--- src/rtl/cdc_channel_arbiter.sv ---
// Round-robin arbiter sharing one single-word handshake CDC write channel between NUM_REQ requesters.
// Optional watchdog abort on a stalled SEND is compiled in with CDC_ARB_TIMEOUT_EN.
module cdc_channel_arbiter #(
  parameter int NUM_REQ  = 4,
  parameter int BITWIDTH = 8,
  parameter int TIMEOUT  = 255,
  localparam int IDW     = $clog2(NUM_REQ)
) (
  input  logic                        wr_clk,
  input  logic                        rst,
  input  logic [NUM_REQ-1:0]          req_valid,
  input  logic [NUM_REQ*BITWIDTH-1:0] req_data,
  output logic [NUM_REQ-1:0]          req_ready,
  output logic                        out_valid,
  output logic [IDW+BITWIDTH-1:0]     out_data,
  input  logic                        out_ready,
  output logic                        busy,
  output logic [15:0]                 xfer_count,
  output logic                        timeout_err
);

  if (NUM_REQ < 2 || NUM_REQ > 16) begin : g_chk_num_req
    $error("cdc_channel_arbiter: NUM_REQ out of range");
  end
  if (TIMEOUT < 1 || TIMEOUT > 65535) begin : g_chk_timeout
    $error("cdc_channel_arbiter: TIMEOUT out of range");
  end

  typedef enum logic [1:0] {IDLE, SEND, GAP} state_t;

  state_t                    r_state;
  state_t                    w_next;
  logic [IDW-1:0]            r_rr_ptr;
  logic [IDW+BITWIDTH-1:0]   r_out_data;
  logic [15:0]               r_xfer_count;

  logic                      w_found;
  logic [IDW-1:0]            w_win;
  logic [IDW-1:0]            w_idx;
  logic                      w_capture;
  logic                      w_done;
  logic                      w_abort;
  logic [IDW-1:0]            w_id;
  logic [IDW-1:0]            w_ptr_next;
  logic [NUM_REQ-1:0]        w_req_ready;

  // First pending requester at or after rr_ptr, wrapping.
  always_comb begin
    w_found = 1'b0;
    w_win   = '0;
    w_idx   = '0;
    for (int unsigned k = 0; k < NUM_REQ; k++) begin
      w_idx = IDW'((r_rr_ptr + k) % NUM_REQ);
      if (!w_found && req_valid[w_idx]) begin
        w_found = 1'b1;
        w_win   = w_idx;
      end
    end
  end

`ifdef CDC_ARB_TIMEOUT_EN
  logic [15:0] r_wait;
  logic        r_timeout_err;
`endif

  always_ff @(posedge wr_clk) begin
    if (rst) r_state <= IDLE;
    else     r_state <= w_next;
  end

  always_comb begin
    w_next    = r_state;
    w_capture = 1'b0;
    w_done    = 1'b0;
    w_abort   = 1'b0;
    case (r_state)
      IDLE: begin
        if (w_found) begin
          w_capture = 1'b1;
          w_next    = SEND;
        end
      end
      SEND: begin
        if (out_ready) begin
          w_done = 1'b1;
          w_next = GAP;
        end
`ifdef CDC_ARB_TIMEOUT_EN
        else if (r_wait == 16'(TIMEOUT - 1)) begin
          w_abort = 1'b1;
          w_next  = GAP;
        end
`endif
      end
      GAP:     w_next = IDLE;
      default: w_next = IDLE;
    endcase
  end

  // The captured word's tag doubles as the winner index for the pointer advance.
  assign w_id       = r_out_data[IDW+BITWIDTH-1 -: IDW];
  assign w_ptr_next = (w_id == IDW'(NUM_REQ - 1)) ? '0 : w_id + 1'b1;

  always_ff @(posedge wr_clk) begin
    if (rst) begin
      r_rr_ptr     <= '0;
      r_out_data   <= '0;
      r_xfer_count <= '0;
    end else begin
      if (w_capture)
        r_out_data <= {w_win, req_data[w_win*BITWIDTH +: BITWIDTH]};
      if (w_done) begin
        r_rr_ptr     <= w_ptr_next;
        r_xfer_count <= r_xfer_count + 16'd1;
      end else if (w_abort) begin
        r_rr_ptr <= w_ptr_next;
      end
    end
  end

`ifdef CDC_ARB_TIMEOUT_EN
  always_ff @(posedge wr_clk) begin
    if (rst) begin
      r_wait        <= '0;
      r_timeout_err <= 1'b0;
    end else begin
      if (w_capture)
        r_wait <= '0;
      else if (r_state == SEND && !out_ready)
        r_wait <= r_wait + 16'd1;
      if (w_abort)
        r_timeout_err <= 1'b1;
    end
  end
  assign timeout_err = r_timeout_err;
`else
  assign timeout_err = 1'b0;
`endif

  // Reset-cycle requests are never acknowledged.
  always_comb begin
    w_req_ready = '0;
    if (w_capture && !rst)
      w_req_ready[w_win] = 1'b1;
  end

  assign req_ready  = w_req_ready;
  assign out_valid  = (r_state == SEND);
  assign out_data   = r_out_data;
  assign busy       = (r_state != IDLE);
  assign xfer_count = r_xfer_count;

endmodule

--- config.mk ---
export PLATFORM = sky130hd
export DESIGN_NAME = cdc_channel_arbiter
export DESIGN_NICKNAME = d
export VERILOG_FILES = /design/src/rtl/cdc_channel_arbiter.sv
export SDC_FILE = /design/constraint.sdc
export NUM_CORES = 1
export LEC_CHECK = 0
export ABC_CLOCK_PERIOD_IN_PS = 1300
export CORE_ASPECT_RATIO = 1.75
export CORE_MARGIN = 2
export CORE_UTILIZATION = 30
export CTS_CLUSTER_DIAMETER = 60
export DETAILED_ROUTE_END_ITERATION = 10
export PLACE_DENSITY = 0.65
export RECOVER_POWER = 100
export SLEW_MARGIN = 25
export SYNTH_ARGS = -nofsm -noshare
export SYNTH_HDL_FRONTEND = slang
export SYNTH_SLANG_ARGS = --single-unit
--- constraint.sdc ---
create_clock -name wr_clk -period 1.3 [get_ports wr_clk]
set_input_delay 0.195 -clock wr_clk [delete_from_list [all_inputs] [get_ports wr_clk]]
set_output_delay 0.195 -clock wr_clk [all_outputs]
set_load 0.05 [all_outputs]
==> Word-level counts from Yosys, hierarchy flattened <==
Cells that the tools add are included.
{ "word_totals": {"reg_bits": 30, "elab_cells": 59} }
{ "classes": {"add_sub_neg": 5, "magnitude_cmp": 6, "eq_ne": 4, "n_shift": 1, "muxes": 27, "n_reduce_logical": 12} }
{ "ops": {"columns": ["op", "count"], "rows": [
  ["variable part select 32 x 6 -> 8 bit", 1],
  ["adder 16 x 1 -> 16 bit, second input constant", 1],
  ["less-than comparator 2 x 3 -> 1 bit, second input constant", 5],
  ["2-to-1 mux 2 bit", 7],
  ["2-to-1 mux 1 bit", 13],
  ["binary-select mux 1 bit (select 2 bit)", 4],
  ["logical AND 1 bit", 5],
  ["adder 2 x 1 -> 2 bit, second input constant", 2],
  ["adder 2 bit, second input constant", 2],
  ["logical NOT 1 bit", 4],
  ["2-to-1 mux 4 bit", 1],
  ["case mux 2 bit (2 select lines)", 1],
  ["demux 1 bit (select 2 bit)", 1],
  ["equality test 2 x 1 -> 1 bit, second input constant", 1],
  ["equality test 2 bit, second input constant", 1],
  ["greater-or-equal comparator 2 x 1 -> 1 bit, second input constant", 1],
  ["logical NOT 2 bit", 1],
  ["!= test 2 x 1 -> 1 bit, second input constant", 1],
  ["!= test 2 bit, second input constant", 1],
  ["AND reduction 2 bit", 1],
  ["nonzero test 2 bit", 1]
]} }

==> Longest topological paths before layout <==
Gate-level depths: netlist of run 1.
{ "logic_depth": {"ltp_word": 17, "mapped_depth": 6} }

==> Least setup slack after synthesis of run 1 <==
No wires, ideal clock.
{ "synth_path": {"path_type": "register to output", "from": "reg r_rr_ptr[1]", "to": "out req_ready[0]", "arrival_ns": 1.831, "t_required_ns": 1.105, "path_slack_ns": -0.726, "stages_incl_launch_ff": 7, "n_path_buf": 1, "path_cell_list": "dfxtp_1 nand2_1 and3_1 o32a_1 nand2b_1 buf_6 nor2_1"} }
{ "synth_between": {"elab_chain_len": 17} }
{ "synth_lines": {"columns": ["item", "line", "source"], "rows": [
  ["start, declared", "33", "logic [IDW-1:0] r_rr_ptr;"],
  ["start signal, assigned", "113", "r_rr_ptr <= w_ptr_next;"],
  ["start signal, assigned", "116", "r_rr_ptr <= w_ptr_next;"],
  ["branches (longest 16 deep; another with less-than comparator 2 x 3 -> 1 bit)", null, null],
  ["2-to-1 mux 4 bit *", "143", "if (w_capture && !rst)"],
  ["end, declared", "13", "output logic [NUM_REQ-1:0] req_ready,"]
]} }
Every way passes the cells marked *. The select of a mux whose other input is x is not followed.

==> Final worst setup path of run 1 <==
Ends and elaborated chain as after synthesis.

==> reports/metrics.yaml, run 1 <==
global_route:
  grt_overflow_total: 0
  antenna_found_initial: 0
  grt_start_max_net_pins: 24
  grt_pass1_vias: 1714
  grt_first_pass_wirelength_um: 7780
  grtUsageTotal: 0.171
clock_tree:
  path_clk_slew_ns: 0.06
  cts_sinks: 30
  cts_tree: "yes"
  htree_levels: 2
  clockRootBuffer: "clkbuf_8"
  cts_max_path_buffers: 2
  numCtsBuffers: 5
  clk_latency_ns: 0.28
  cts_hold_buf: 0
critical_path:
  critPathKind: "reg2out"
  cp_max_fo: 4
  path_cells: "nand2_1 -> and3_1 -> o32a_1 -> nand2b_4 -> nor2_4 -> buf_12"
  reg2reg_slack_ns: -0.28
  slowest_stage: "dfxtp_2"
  worst_path_largest_cell_delay_ns: 0.33
  path_depth: 6
  ff2ff_path_depth: 7
  crit_start: "r_rr_ptr[1]$_SDFFE_PP0P_"
  path_buf_inv: 1
  worstPathArrival_ns: 1.56
  cp-endpoint: "req_ready[0]"
  required_ns: 1.11
  regToRegEndpoint: "out_data[7]$_SDFFE_PP0P_"
  critPathTopFamily: "simple AND/OR/NAND/NOR gates"
  worstSetupStartpointType: "flop"
  r2r-start: "r_rr_ptr[0]$_SDFFE_PP0P_"
  worstSetupEndpointType: "primary output"
route:
  firstDrtPassIters: 6
  dr_total_vias: 1650
  routed_wl_um: 4760
  post-route-drc-count: 3
  ant_nets: 0
  routedWlPerCell_um: 13.9
  via_per_inst: 4.81
  drt_iter0_markers: 9
sta:
  period_needed_ns: 1.76
  setup_viol: 33
  min_period_over_period: 1.35
  fin_ws_ns: -0.457
  finalHoldViolations: 0
  whs_ns: 0.478
  rsz0062_at_grt: "true"
  fmax_mhz: 569
  finalMaxSlewViolations: 0
  finalClockSkew_ns: 0.00426
power:
  ir_worst_vdd_v: 0.000678
  finalPower_mw: 2.76
  pwr_density_cell_mw_per_mm2: 869
  p_leak_nw: 1.34
die:
  core_area_mm2: 0.00502
  row_count: 34
  fp.dieW_um: 58.6
  die_h_um: 99.6
  die-area_mm2: 0.00583
  start_util: 0.312
  io_pins: 72
placed_design:
  place_inst: 320
  port_buffers: 70
  dp_slack_ns: -0.744
  hpwl_um: 3570
  place.gp.congestion: 0.767
synth:
  ys_top_cells_by_area: "dfxtp_1 38%, mux2i_1 12%, o221ai_2 7.7%"
  netlist-cell-type-count: 33
  synthTopCellsByCount: "30 x dfxtp_1, 28 x nor2_1, 18 x mux2i_1, 16 x nand2_1, 10 x xor2_1"
  syn_avg_cell_area_um2: 9.32
  syn_area_mm2: 0.00157
  yosysWarnings: 0
  netlist.area_leader.share: 0.384
  synthArstFlopShare: 0
  syn_nets: 209
  synth_most_common_cell: "dfxtp_1"
  synth_top_family_by_area: "simple AND/OR/NAND/NOR gates"
  yosys-mux-area-fraction: 0.115
  synth_flop_cell: "dfxtp_1"
  ys_seq_area_frac: 0.384
  ys_seq_elements: 30
  synthAdderAreaFrac: 0.0160
  yosysTopAreaCell: "dfxtp_1"
  synth_compound_area_frac: 0.122
  synth_edf_count: 0
  synthCells: 168
  synth_simple_gate_area_frac: 0.237
  synth-xor-area-share: 0.0839
flow_run:
  maxCapViolCount: 0
layout:
  drive_above_1_share: 0.519
  final_util: 0.633
  area_growth_pct: 103
  final_nets: 329
  finalNonFillerCells: 343
  diodes: 0
status:
  status: "complete, but fails checks"
  violations: "design-rule violations, negative setup slack"
worst_hold_path:
  holdCritPathClass: "reg2reg"
per-stage QoR:
| step | instance area, um^2 | TNS (ns) |
|---|---|---|
| final | 3180 | -5.81 |
| after global routing | 3180 | -8.32 |
| after CTS | 3220 | -6.56 |
| after detailed placement | 2960 | -13.71 |
| after global placement | 2960 | -13.15 |
| after floorplan | 1650 | -2.00 |
logic make-up after synthesis:
group           after synthesis
mux                          18
flops                        30
compound gates               17
xor+xnor                     15
other cells                   1
buf+inv                      12
simple gates                 73
fa+ha+maj                     2
cell type report:
class	count	area, um^2
inverters	5	18.8
clock inverters	1	5.00
clock buffers	7	86.3
flip-flops and latches	30	624
well taps	54	67.6
fillers	426	1840
repair buffers	120	1220
multi-input cells	126	1150
flip-flops by register name, summed over array words and instances, names as in the netlist:
register / count
out_data: 10
r_state: 2
r_rr_ptr: 2
xfer_count: 16
cell usage in the layout, fill, tap and decap left out, drive strengths merged:
cell and count:
buf 63, clkdlybuf4s50 34, dfxtp 30, nor2 29, clkbuf 27, mux2i 18, nand2 17, xor2 10
o221ai 8, nand3 6, inv 5, a21oi 5, xnor2 5, nor2b 5, nand4 4, and3 3
ha 2, dlygate4sd2 2, nand2b 2, nor3 2, o21ai 1, or2 1, o211a 1, o32a 1
o31ai 1, nand4b 1, nor4 1, and2 1, nor3b 1, conb 1, clkinv 1, dlymetal6s2s 1
power by group:
part	switching, mW	internal [mW]
registers	0.0369	0.963
logic	0.511	0.473
clock network	0.350	0.426
total	0.898	1.86
tightest hold or removal path: stages (launching register included):
cell and delay (ns):
dfxtp_1 0.34, nand2_1 0.06, o221ai_2 0.05
metal layers:
metal / global-route usage / routed length, um / share of wire
met1: 0.166 / 1550 / 0.33
met2: 0.326 / 2820 / 0.59
met3: 0.0611 / 327 / 0.069
met4: 0.0472 / 66 / 0.014
met5: 0 / 0 / 0
worst min-delay path by stage:
stage                                     from                    endpoint  slack (ns)  cells after the start
finish                out_data[2]$_SDFFE_PP0P_    out_data[2]$_SDFFE_PP0P_        0.48                      2
CTS                 xfer_count[1]$_SDFFE_PP0P_  xfer_count[1]$_SDFFE_PP0P_        0.49                      2
global placement    xfer_count[1]$_SDFFE_PP0P_  xfer_count[1]$_SDFFE_PP0P_        0.48                      2
global route          out_data[4]$_SDFFE_PP0P_    out_data[4]$_SDFFE_PP0P_        0.51                      2
detailed placement  xfer_count[1]$_SDFFE_PP0P_  xfer_count[1]$_SDFFE_PP0P_        0.48                      2
floorplan                                  rst    r_rr_ptr[1]$_SDFFE_PP0P_        0.26                      1
what timing repair did:
| item | in CTS | in global routing |
|---|---|---|
| setup endpoints to repair | 29 | 35 |
| setup buffers | 7 | 10 |
| pin swaps | 17 | 28 |
| gates resized for setup | 32 | 42 |
Note: power is estimated with default switching activity, not from simulation.
==> run 2, diff against run 1 <==
--- a/config.mk
+++ b/config.mk
@@ -11,8 +11,10 @@
 export CORE_UTILIZATION = 30
 export CTS_CLUSTER_DIAMETER = 60
 export DETAILED_ROUTE_END_ITERATION = 10
+export GPL_TIMING_DRIVEN = 0
 export PLACE_DENSITY = 0.65
 export RECOVER_POWER = 100
+export SKIP_CTS_REPAIR_TIMING = 1
 export SLEW_MARGIN = 25
 export SYNTH_ARGS = -nofsm -noshare
 export SYNTH_HDL_FRONTEND = slang
==> reports/metrics.yaml, run 2 (synthesized netlist as in run 1, its figures left out) <==
status:
  status: "complete, but fails checks"
  violations: "design-rule violations, negative setup slack"
clock_tree:
  cts_max_path_buffers: 2  # unchanged
  cts_tree: "yes"
  cts_sinks: 30  # unchanged
  htree_levels: 2  # unchanged
  clk_latency_ns: 0.28  # about the same
  numCtsBuffers: 5  # unchanged
  clockRootBuffer: "clkbuf_8"
  path_clk_slew_ns: 0.07  # about the same
global_route:
  antenna_found_initial: 0  # unchanged
  grt_start_max_net_pins: 11  # -54%
  grt_first_pass_wirelength_um: 6940  # -11%
  grtUsageTotal: 0.155  # -0.0164
  grt_pass1_vias: 1544  # -9.9%
  grt_overflow_total: 0  # unchanged
critical_path:
  path_buf_inv: 2  # +1
  worstSetupStartpointType: "flop"
  worst_path_largest_cell_delay_ns: 0.38  # +0.05 ns
  slowest_stage: "o32a_1"
  critPathTopFamily: "simple AND/OR/NAND/NOR gates"
  worstPathArrival_ns: 1.74  # +0.18 ns
  required_ns: 1.11  # about the same
  worstSetupEndpointType: "primary output"
  path_cells: "nand2_1 -> and3_1 -> o32a_1 -> nand2b_4 -> buf_8 -> nor2_4 -> buf_6"
  critPathKind: "reg2out"
  cp_max_fo: 6  # +2
route:
  firstDrtPassIters: 7  # +1
  dr_total_vias: 1555  # -5.8%
  routedWlPerCell_um: 13.3  # -3.9%
  drt_iter0_markers: 27  # +18
  via_per_inst: 4.67  # -2.9%
  ant_nets: 0  # unchanged
  routed_wl_um: 4440  # -6.7%
  post-route-drc-count: 3  # unchanged
layout:
  post-route-cell-area_mm2: 0.00290  # -8.8%
  final_cell_mix: "33 x clkdlybuf4s50_1, 29 x buf_4, 21 x dlymetal6s2s_1"
  nFillCells: 456  # +7.0%
  seq_area_um2: 626  # +0.20%
  diodes: 0  # unchanged
  layout_commonest_cell: "clkdlybuf4s50_1"
  multi_input_area_mm2: 0.00104  # -9.5%
  area_growth_pct: 85.1
  drive_above_1_share: 0.373  # -0.146
  largest_reg_flops: 16  # unchanged
  final_nets: 319  # -3.0%
die:
  fp.dieW_um: 58.6  # unchanged
  io_pins: 72  # unchanged
  die-area_mm2: 0.00583  # unchanged
  start_util: 0.312  # unchanged
  die_h_um: 99.6  # unchanged
  core_area_mm2: 0.00502  # unchanged
  row_count: 34  # unchanged
placed_design:
  port_buffers: 70  # unchanged
  place.gp.congestion: 0.762  # -0.66%
  dp_slack_ns: -1.46  # -0.713 ns
  place_area_mm2: 0.00242  # -18%
  hpwl_um: 3150  # -12%
power:
  ir_worst_vdd_v: 0.000753  # +11%
  p_leak_nw: 1.49  # +11%
  pwr_density_cell_mw_per_mm2: 964  # +11%
sta:
  fmax_mhz: 516  # -9.4%
  setup_viol: 22  # -33%
  setup_tns_ns: -5.67  # +0.137 ns
  maxSlewHeadroom: 0.657
  min_period_over_period: 1.49  # +0.140
  period_needed_ns: 1.94  # +0.182 ns
  worst_pin_slew_ns: 0.514
  finalMaxSlewViolations: 0  # unchanged
  finalClockSkew_ns: 0.00986  # +0.00560 ns
  rsz0062_at_grt: "true"
  finalHoldViolations: 0  # unchanged
  fin_ws_ns: -0.639  # -0.182 ns
worst_hold_path:
  holdCritPathClass: "in2reg"
flow_run:
  maxCapViolCount: 0  # unchanged
run 2: cell count changes in the layout (fill, tap and decap cells not counted), sizes merged:
cell / before / now
clkinv: 1 / 0
dlygate4sd2: 2 / 0
dlymetal6s2s: 1 / 21
buf: 63 / 41
clkdlybuf4s50: 34 / 33
clkbuf: 27 / 23
run 2: worst paths after layout:
kind / to / slack (ns) / startpoint / cells past startpoint
worst min-delay path: r_rr_ptr[1]$_SDFFE_PP0P_ / 0.34 / out_ready / 3
worst max register to register: out_data[3]$_SDFFE_PP0P_ / -0.37 / r_rr_ptr[1]$_SDFFE_PP0P_ / 8
worst min register to register: out_data[1]$_SDFFE_PP0P_ / 0.47 / out_data[1]$_SDFFE_PP0P_ / 2
worst max-delay path: req_ready[0] / -0.64 / r_rr_ptr[1]$_SDFFE_PP0P_ / 7
run 2: where the power goes:
part           internal [mW]  total (mW)  switching, mW
sequential             0.965        1.00         0.0399
combinational          0.425       0.889          0.464
clock                  0.547       0.899          0.353
total                   1.94        2.79          0.856
run 2: cell type report:
class                   count  share of cell area
plain buffers               7              0.0220
clock buffers               8              0.0384
inverters                   5             0.00648
multi-input cells         126               0.361
flip-flops and latches     30               0.216
well taps                  54              0.0233
repair buffers            103               0.333
run 2: worst min-delay path: stages:
cell and delay [ns]:
dlymetal6s2s_1 0.21, nand3_1 0.12, a21oi_1 0.06
run 2: stage by stage:
stage               hold slack [ns]  total power [mW]  cells   util
global placement              0.449              1.77    292  0.482
finish                        0.345              2.79    333  0.577
global route                  0.409              2.92    333  0.577
floorplan                     0.257              1.48    168      -
detailed placement            0.450              1.77    292  0.482
CTS                           0.479              2.68    300  0.504
run 2: per-layer routing:
| layer | vias to the layer above | global-route usage | part of all wire | wire [um] |
|---|---|---|---|---|
| met4 | 0 | 0.0577 | 0.016 | 70 |
| met5 | - | 0 | 0 | 0 |
| li1 | 794 | - | - | - |
| met2 | 54 | 0.275 | 0.56 | 2500 |
| met1 | 701 | 0.160 | 0.36 | 1580 |
| met3 | 6 | 0.0572 | 0.065 | 289 |
